--- src/rtl/muxn_scan_if.sv ---
`default_nettype none
// ============================================================================
// Module      : muxn_scan_if
// Description : Bundle between a bank of W-bit channel sources and the
//               registered N-to-1 scanning multiplexer.
//               master : drives d, s, mode, en (and mask), observes outputs
//               slave  : the multiplexer itself
//               Optional macro: MUXN_SCAN_MASK_EN adds the mask signal.
// Revision    : 1.0 - initial release
// ============================================================================
interface muxn_scan_if #(
  parameter int W = 4,
  parameter int N = 4
);
  localparam int SW = $clog2(N);

  logic [N*W-1:0] d;      // flattened channels, channel k = d[k*W +: W]
  logic [SW-1:0]  s;      // direct-mode select
  logic           mode;   // 0 = direct, 1 = auto-scan
  logic           en;     // sample enable
`ifdef MUXN_SCAN_MASK_EN
  logic [N-1:0]   mask;   // scan channel enable
`endif
  logic [W-1:0]   y;      // registered selected data
  logic [SW-1:0]  chan;   // channel that produced y
  logic           valid;  // y/chan carry a fresh sample
  logic           wrap;   // last sample of a scan round

  modport master (
`ifdef MUXN_SCAN_MASK_EN
    output mask,
`endif
    output d, s, mode, en,
    input  y, chan, valid, wrap
  );

  modport slave (
`ifdef MUXN_SCAN_MASK_EN
    input  mask,
`endif
    input  d, s, mode, en,
    output y, chan, valid, wrap
  );
endinterface
`default_nettype wire

--- src/rtl/muxn_scan.sv ---
`default_nettype none
// ============================================================================
// Module      : muxn_scan
// Description : Registered N-to-1 multiplexer with valid flag and auto-scan.
//               Direct mode picks channel s; scan mode steps an internal
//               pointer through the channels, holding each for DWELL
//               enabled cycles, and pulses wrap on the last sample of a round.
// Ports       : clk   - rising-edge clock
//               rst_n - asynchronous active-low reset
//               bus   - muxn_scan_if.slave (d, s, mode, en, [mask] in;
//                       y, chan, valid, wrap out)
// Options     : MUXN_SCAN_MASK_EN - per-channel scan enable via bus.mask
// Revision    : 1.0 - initial release
// ============================================================================
module muxn_scan #(
  parameter int W     = 4,
  parameter int N     = 4,
  parameter int DWELL = 1
) (
  input  wire logic    clk,
  input  wire logic    rst_n,
  muxn_scan_if.slave   bus
);
  localparam int SW  = $clog2(N);
  localparam int DCW = $clog2(DWELL + 1);

  localparam logic [SW-1:0]  c_last_ch    = SW'(N - 1);
  localparam logic [DCW-1:0] c_dwell_last = DCW'(DWELL - 1);

  logic [W-1:0]   r_y;
  logic [SW-1:0]  r_chan;
  logic           r_valid;
  logic           r_wrap;
  logic [SW-1:0]  r_ptr;
  logic [DCW-1:0] r_dwell;

  logic [W-1:0]   w_ch [N];
  logic [N-1:0]   w_mask;
  logic           w_any;
  logic           w_s_ok;
  logic [SW-1:0]  w_next;
  logic [SW-1:0]  w_cand;
  logic           w_found;

  generate
    for (genvar k = 0; k < N; k++) begin : g_unpack
      assign w_ch[k] = bus.d[k*W +: W];
    end
  endgenerate

`ifdef MUXN_SCAN_MASK_EN
  assign w_mask = bus.mask;
`else
  // Without the mask feature every channel takes part in the scan.
  assign w_mask = '1;
`endif

  assign w_any  = |w_mask;
  // Extra bit so the compare also works when N is a power of two.
  assign w_s_ok = ({1'b0, bus.s} < (SW+1)'(N));

  // First enabled channel after r_ptr, searched circularly. With a single
  // enabled channel the search lands back on r_ptr itself.
  always_comb begin
    w_next  = r_ptr;
    w_cand  = r_ptr;
    w_found = 1'b0;
    for (int k = 0; k < N; k++) begin
      w_cand = (w_cand == c_last_ch) ? '0 : w_cand + SW'(1);
      if (!w_found && w_mask[w_cand]) begin
        w_next  = w_cand;
        w_found = 1'b1;
      end
    end
  end

  always_ff @(posedge clk or negedge rst_n) begin
    if (!rst_n) begin
      r_y     <= '0;
      r_chan  <= '0;
      r_valid <= 1'b0;
      r_wrap  <= 1'b0;
      r_ptr   <= '0;
      r_dwell <= '0;
    end else begin
      r_valid <= 1'b0;
      r_wrap  <= 1'b0;
      if (!bus.mode) begin
        // Scan state is parked so a later scan always starts at channel 0.
        r_ptr   <= '0;
        r_dwell <= '0;
        if (bus.en) begin
          r_chan  <= bus.s;
          r_y     <= w_s_ok ? w_ch[bus.s] : '0;
          r_valid <= w_s_ok;
        end
      end else if (bus.en && w_any) begin
        if (!w_mask[r_ptr]) begin
          // Pointer sits on a disabled channel: skip without sampling.
          r_ptr   <= w_next;
          r_dwell <= '0;
        end else begin
          r_y     <= w_ch[r_ptr];
          r_chan  <= r_ptr;
          r_valid <= 1'b1;
          if (r_dwell == c_dwell_last) begin
            r_dwell <= '0;
            r_ptr   <= w_next;
            r_wrap  <= (w_next <= r_ptr);
          end else begin
            r_dwell <= r_dwell + DCW'(1);
          end
        end
      end
    end
  end

  assign bus.y     = r_y;
  assign bus.chan  = r_chan;
  assign bus.valid = r_valid;
  assign bus.wrap  = r_wrap;
endmodule
`default_nettype wire

--- src/flat_wrapper.sv ---
// flat-port wrapper written by rule: the top's interface ports become plain ports
module muxn_scan_flat 
#(
  parameter int W     = 4,
  parameter int N     = 4,
  parameter int DWELL = 1
)
  (clk, rst_n, bus_d, bus_s, bus_mode, bus_en, bus_y, bus_chan, bus_valid, bus_wrap);
  muxn_scan_if #(.W(W), .N(N)) bus_i ();
  input  wire logic clk;
  input  wire logic rst_n;
  input wire logic [$bits(bus_i.d)-1:0] bus_d;
  input wire logic [$bits(bus_i.s)-1:0] bus_s;
  input wire logic [$bits(bus_i.mode)-1:0] bus_mode;
  input wire logic [$bits(bus_i.en)-1:0] bus_en;
  output wire logic [$bits(bus_i.y)-1:0] bus_y;
  output wire logic [$bits(bus_i.chan)-1:0] bus_chan;
  output wire logic [$bits(bus_i.valid)-1:0] bus_valid;
  output wire logic [$bits(bus_i.wrap)-1:0] bus_wrap;
  assign bus_i.d = bus_d;
  assign bus_i.s = bus_s;
  assign bus_i.mode = bus_mode;
  assign bus_i.en = bus_en;
  assign bus_y = bus_i.y;
  assign bus_chan = bus_i.chan;
  assign bus_valid = bus_i.valid;
  assign bus_wrap = bus_i.wrap;
  muxn_scan #(.W(W), .N(N), .DWELL(DWELL)) u_core (.clk(clk), .rst_n(rst_n), .bus(bus_i));
endmodule
--- config.mk ---
export PLATFORM = sky130hd
export DESIGN_NAME = muxn_scan_flat
export DESIGN_NICKNAME = d
export VERILOG_FILES = /design/src/rtl/muxn_scan_if.sv /design/src/rtl/muxn_scan.sv /design/src/flat_wrapper.sv
export SDC_FILE = /design/constraint.sdc
export NUM_CORES = 1
export LEC_CHECK = 0
export CORE_MARGIN = 5
export CORE_UTILIZATION = 35
export DETAILED_ROUTE_END_ITERATION = 12
export PLACE_DENSITY = 0.81
export SETUP_SLACK_MARGIN = 0.1
export SLEW_MARGIN = 20
export SYNTH_ARGS = -nofsm -noshare
export SYNTH_HDL_FRONTEND = slang
export SYNTH_SLANG_ARGS = --single-unit
--- constraint.sdc ---
create_clock -name clk -period 2 [get_ports clk]
set_input_delay 0.4 -clock clk [delete_from_list [all_inputs] [get_ports clk]]
set_output_delay 0.4 -clock clk [all_outputs]
set_load 0.02 [all_outputs]
==> results list, run 1 <==
* Outcome: complete, no violations
- The internal power of the cells totals 0.408 mW.
- Most common flop cell mapped by yosys: sky130_fd_sc_hd__dfrtp_1
- For this configuration, the core starts out at a cell density of 36.9%.
- Critical path endpoint category: flop
* Master of the slowest instance on the critical path: sky130_fd_sc_hd__clkdlybuf4s50_1
- After the first detailed-routing iteration, the DRC count stood at 7.
- In this run the number of H-tree levels came out at 1.
- Worst min path class: in -> async
* CP max FO: 5
* Most repeated cell in the gate-level netlist after synthesis: sky130_fd_sc_hd__dfrtp_1
- Port buffering added 29 buffers.
- Y dimension of the die: 52.7 um
- TritonCTS Sinks: 10
* Number of nets at the end of the flow: 99
- Entering global routing, the biggest net connects 17 pins.
- Detailed-routing iteration count for the pre-antenna-repair pass: 4
- The die is 52.7 um wide.
- Average detailed-routed wire length per instance: 14.2 um
- The number of pins exceeding their max-slew limit in the final report is 0.
* Combinational cell fraction of total power: 33.8%
- Total negative slack for setup checks: 0 ps
- Core region area: 1730 um2
* Clock skew after layout: 1.98 ps
* Power Dens Cells: 587 nW/um2
- Across all setup checks in the final design, the least slack found is 287 ps.
* Global-route wire length before repair: 2390 um
- Remaining antenna violation count: 0
- Data on the critical path is required at its endpoint by 2110 ps.
- Category of the critical setup timing path: in -> reg
- Net Count, Synth: 70
* Number of buffers inserted by hold repair at cts: 0
- The number of gates resized after CTS was 0.
* Last element of the critical path: u_core.bus.y[0]
* GRT Residual Overflow: 0
- Yosys warning count: 0
- After synthesis, the netlist uses 14 different library cells.
- Counting along the longest clock path gives a buffer depth of 2.
- Sequential area share after synthesis: 39.3%
* Area of the mapped netlist: 637 um2
- For this run, the slowest stage of the critical path takes 630 ps.
- The analysis attributes to cell leakage a power of 0.395 nW.
- After synthesis, the share of flip-flops with an asynchronous set or reset is 100%.
* Top cell type by total area after synthesis: sky130_fd_sc_hd__dfrtp_1
- Post-synth top area share: 39.3%
- Io pins: 30
- Cells on worst reg2reg path: 3
* Clock buffer count from CTS: 3
- Number of logic stages on the critical path including buffering: 4
- Remaining max-slew budget at the tightest pin: 64.8%
* Clock slew seen by the registers of the worst setup and hold paths: 60 ps
- Worst path bufs/invs: 1
- From synthesis to final layout, the design area changed by 49.5%.
- Arr. time, crit path: 1830 ps
- The worst-case IR drop observed on VDD is 0.000196 V.
- Setup repair after global routing left no endpoint under its margin.
* Number of synthesized flops with an enable pin: 0
- Delay-heaviest family, CP: multiplexers
* Final setup violating endpoints: 0
- Post-CTS Repair Setup Buffers: 0
- The most critical setup path has its startpoint at bus_s[0].
* GRT Resource Usage Total: 11.4%
- TritonCTS built the clock tree.
- Across all register-to-register paths, the minimum setup slack is 450 ps.
- Number of vias in the routed layout: 482
- Sw power: 0.150 mW
- Clk Tree Root Cell: sky130_fd_sc_hd__clkbuf_4
- The congestion estimate from routability-driven global placement came to 0.755.
* Fraction of power spent switching nets: 26.9%
- Number of violations of the max-capacitance limit: 0
- At the later pin of the worst-skew pair, clock insertion delay measures 250 ps.
- Clock share of power: 22.7%
- Reg power frac: 43.5%
- After synthesis, the mean cell area works out to 13.6 um2.
* Cell-by-cell trace of the critical path: clkdlybuf4s50_1, mux4_2, mux2i_1, a21oi_1
- The initialized floorplan defines 15 standard-cell rows.
- Fmax: 584 MHz
- Crit share post-route: 85.6%
- DRC Markers: 0
* Fraction of layout instances using a drive strength above 1: 9.46%
- Kind of start point of the critical path: input pin
* Total die area: 2770 um2
- Transition time at the pin with the least slew margin: 527 ps
* Post-synthesis sequential element count: 10
* Final critical path time including I/O delays and setup: 1710 ps
* Placement Setup Slack: 19.7 ps
* Vias per cell: 4.87
* Drt total wl: 1400 um
* Synth top cells by count: sky130_fd_sc_hd__dfrtp_1, sky130_fd_sc_hd__mux2i_1, sky130_fd_sc_hd__a21oi_1, sky130_fd_sc_hd__nor2_1
- The number of global-route vias before repair is 486.
- Inserted Diodes: 0
- The number of hold violations in the final report is 0.
- After synthesis, the cell types taking the most area are sky130_fd_sc_hd__dfrtp_1, sky130_fd_sc_hd__mux4_1, sky130_fd_sc_hd__mux4_2.
- Startpoint of the lowest-slack register-to-register path: u_core.r_ptr[0]
- In the synthesized netlist, the number of instances is 47.
* Capturing point of the worst reg2reg path: u_core.bus.y[0]
* Antenna violations before repair: 0
layout by cell type, fill, tap and decap left out, drive strengths merged:
cell            n
clkdlybuf4s50  29
nor2            6
a21oi           6
mux2i           7
dfrtp          10
xor2            1
mux4            8
and2            1
ha              1
and3            1
nor2b           1
clkbuf          3
worst register-to-register path: stages, from the launching register on:
cell                      delay, ps
sky130_fd_sc_hd__dfrtp_1        540
sky130_fd_sc_hd__mux4_1         610
sky130_fd_sc_hd__mux2i_1        180
sky130_fd_sc_hd__a21oi_1         80
per-layer routing:
metal	up-vias	wire length [um]	global-route usage, %
met2	21	661	18.0
met1	224	629	16.0
li1	237	-	-
met4	0	0	1.28
met3	0	111	3.42
met5	-	0	0
worst min path at each step:
stage / slack, ps / endpoint
4_1_cts: 470 / u_core.bus.y[0]
3_5_place_dp: 510 / u_core.bus.y[1]
6_report: 460 / u_core.bus.chan[1]
5_1_grt: 490 / u_core.bus.y[0]
3_3_place_gp: 500 / u_core.bus.y[0]
2_1_floorplan: 100 / u_core.bus.chan[0]
power by group through the flow:
stage / sequential (mW) / combinational (mW) / clock [mW]
after floorplan: 0.264 / 0.0811 / 0
after global placement: 0.246 / 0.187 / 0
after detailed placement: 0.247 / 0.191 / 0
after CTS: 0.244 / 0.191 / 0.127
after global routing: 0.247 / 0.206 / 0.141
final: 0.243 / 0.189 / 0.127
registers in the layout, indices dropped and copies added, names as in the netlist:
| name | cells |
|---|---|
| u_core.bus.chan | 2 |
| u_core.bus.wrap | 1 |
| u_core.bus.y | 4 |
| u_core.r_ptr | 2 |
| u_core.bus.valid | 1 |
area by class of cell:
cell class	instances	area (um2)
clock buffer	3	22.5
multi-input combinational	32	358
sequential	10	250
tap	25	31.3
timing repair buffer	29	290
fill	161	774
through the flow:
step	instance area [um2]	total power, mW	hold slack [ps]	instances	utilization [%]
after global placement	930	0.433	501	96	53.8
after floorplan	637	0.345	104	47	-
after detailed placement	930	0.438	513	96	53.8
after CTS	952	0.563	468	99	55.1
after global routing	952	0.594	489	99	55.1
final	952	0.559	457	99	55.1
kinds of logic after synthesis:
family | after synthesis | share of synthesized area, %
multiplexers | 15 | 41.7
flip-flops | 10 | 39.3
AND/OR/NAND/NOR | 9 | 6.48
AO/OA/AOI/OAI | 6 | 4.72
buffers and inverters | 5 | 4.52
XOR/XNOR | 1 | 1.38
adder cells (fa/ha/maj) | 1 | 1.96
(Power assumes the default switching activity.)
==> run 2, diff against run 1 <==
CELL_PAD_IN_SITES_DETAIL_PLACEMENT = 1   (was unset)
CELL_PAD_IN_SITES_GLOBAL_PLACEMENT = 1   (was unset)
CORE_UTILIZATION = 32   (was 35)
PLACE_DENSITY = 0.92   (was 0.81)
==> results list, run 2 (synthesized netlist as in run 1, its figures left out) <==
- Hold is met by 443 ps.
* Total of buffers placed on input and output ports: 29
* Io pins: 30
- Number of global-route vias before repair: 573
- Global-route wire length before repair: 2510 um
- In this run the horizontal extent of the chip is 54.6 um.
* Number of vias in the routed layout: 518
- By startpoint and endpoint, the worst setup path is classified as in -> reg.
* Vias per cell: 5.13
- H-Tree Depth: 1
* Hold Violations, Final: 0
- Power after layout: 0.568 mW
* Detailed-routing iteration count for the pre-antenna-repair pass: 2
- TritonCTS Sinks: 10
* Core Rows: 16
* GRT Resource Usage Total: 12.1%
- Final setup violating endpoints: 0
- After detailed placement, the total cell area comes to 932 um2.
- Remaining max-slew budget at the tightest pin: 63.6%
* Startpoint of the lowest-slack register-to-register path: u_core.r_ptr[0]
- The analysis attributes to cell leakage a power of 0.395 nW.
- The net count of the finished layout is 99.
* Average detailed-routed wire length per instance: 15.4 um
- Most used cells in the layout excluding fill and tap cells: sky130_fd_sc_hd__clkdlybuf4s50_1, sky130_fd_sc_hd__dfrtp_1, sky130_fd_sc_hd__mux2i_1, sky130_fd_sc_hd__nor2_1, sky130_fd_sc_hd__a21oi_1
- Arr. time, crit path: 1840 ps
- GRT Residual Overflow: 0
* Remaining antenna violation count: 0
- In this run the worst hold path is classified as in -> async.
- At the worst endpoint, the required time is 2120 ps.
- Worst path bufs/invs: 1
* Clock Latency Late Sink: 260 ps
* Cell count after placement: 98
- The smallest clock period supported by the final layout is computed as 1720 ps.
* Outcome: complete, no violations
- In this run, the number of DRC markers left after iteration 0 of detailed routing was 1.
- Final Instance Area: 955 um2
* CTS-repair resized insts: 0
* Timing startpoint of the critical path: bus_s[0]
* Core occupancy in the finished layout: 49.7%
* Non-filler cells in the finished layout: 101
* Most common cell after layout, fill and taps aside: sky130_fd_sc_hd__clkdlybuf4s50_1
- Critical path endpoint category: flop
* Layout area overhead: 49.9%
- Setup repair after global routing left no endpoint under its margin.
* CP max FO: 5
- Across the VDD grid, the largest voltage drop is 0.000235 V.
* Crit share post-route: 85.8%
* Clock slew seen by the registers of the worst setup and hold paths: 60 ps
- Routability-driven placement finished with a final weighted congestion of 0.698.
- Cell-by-cell trace of the critical path: clkdlybuf4s50_1, mux4_2, mux2i_1, a21oi_1
- Transition time at the pin with the least slew margin: 545 ps
* Max Transition Viols Final: 0
- Kind of start point of the critical path: input pin
- Power Dens Cells: 595 nW/um2
* Delay-heaviest family, CP: multiplexers
* Clock buffer count from CTS: 3
- Post-CTS Repair Setup Buffers: 0
- Number of buffers inserted by hold repair at cts: 0
* Number of violations of the max-capacitance limit: 0
* Effective utilization at floorplan: 33.1%
* DRC Markers: 0
- Max reg flops: 4
- Antenna violations before repair: 0
- The floorplan step defined a die boundary enclosing 2980 um2.
- Largest net degree at the start of global routing: 17
- Total of fill cells in the finished design: 214
- Fraction of layout instances using a drive strength above 1: 9.46%
* Clk Tree Root Cell: sky130_fd_sc_hd__clkbuf_4
* CTS tree: built
- On the final layout, the worst clock skew is 1.97 ps.
- 0 antenna diodes ended up in the layout.
* Critical Path Max Stage Delay: 640 ps
* Y dimension of the die: 54.6 um
- Master of the slowest instance on the critical path: sky130_fd_sc_hd__clkdlybuf4s50_1
* CTS Buffer Depth: 2
- After floorplanning, the core was sized to cover 1920 um2.
- Drt total wl: 1550 um
* Fmax: 583 MHz
## run 2: cell counts in the layout (fill, tap and decap cells not counted)
Identical to the previous run, type by type.
## run 2: metal layers
layer / part of all wire, % / track usage (%)
met5: 0 / 0
met1: 40 / 13.7
met2: 53 / 21.1
met3: 5.7 / 1.63
met4: 0.71 / 7.47
## run 2: layout make-up
cell class	count	area [um2]	area share [%]
multi-input cells	32	358	37.5
repair buffers	29	290	30.4
flip-flops and latches	10	250	26.2
well taps	27	33.8	3.54
clock buffers	3	22.5	2.36
## run 2: through the flow
stage / TNS (ps) / worst slack [ps]
2_1_floorplan: 0 / 618
3_3_place_gp: 0 / 49.0
3_5_place_dp: -38.8 / -23.7
4_1_cts: 0 / 258
5_1_grt: 0 / 193
6_report: 0 / 284
## run 2: worst register-to-register path: stages (launching register included)
cell and delay [ps]:
sky130_fd_sc_hd__dfrtp_1 530, sky130_fd_sc_hd__mux4_1 600, sky130_fd_sc_hd__mux2i_1 160, sky130_fd_sc_hd__a21oi_1 90
## run 2: power breakdown
part	internal, mW	switching, mW
registers	0.224	0.0189
clock network	0.0695	0.0660
logic	0.115	0.0747
total	0.409	0.160
## run 2: path summary, 6_finish.rpt
kind,slack (ps),to,depth (start not counted)
max,280,u_core.bus.y[0],4
min,440,u_core.bus.wrap,1
max reg2reg,480,u_core.bus.y[0],3
min reg2reg,530,u_core.bus.y[3],2
max in group asynchronous,1260,u_core.bus.chan[0],1
min in group clk,530,u_core.bus.y[3],2
==> run 3, diff against run 2 <==
SKIP_CTS_REPAIR_TIMING = 1   (was unset)
==> results of run 3 <==
Final layout, timing and power as in run 2 (identical DEF).
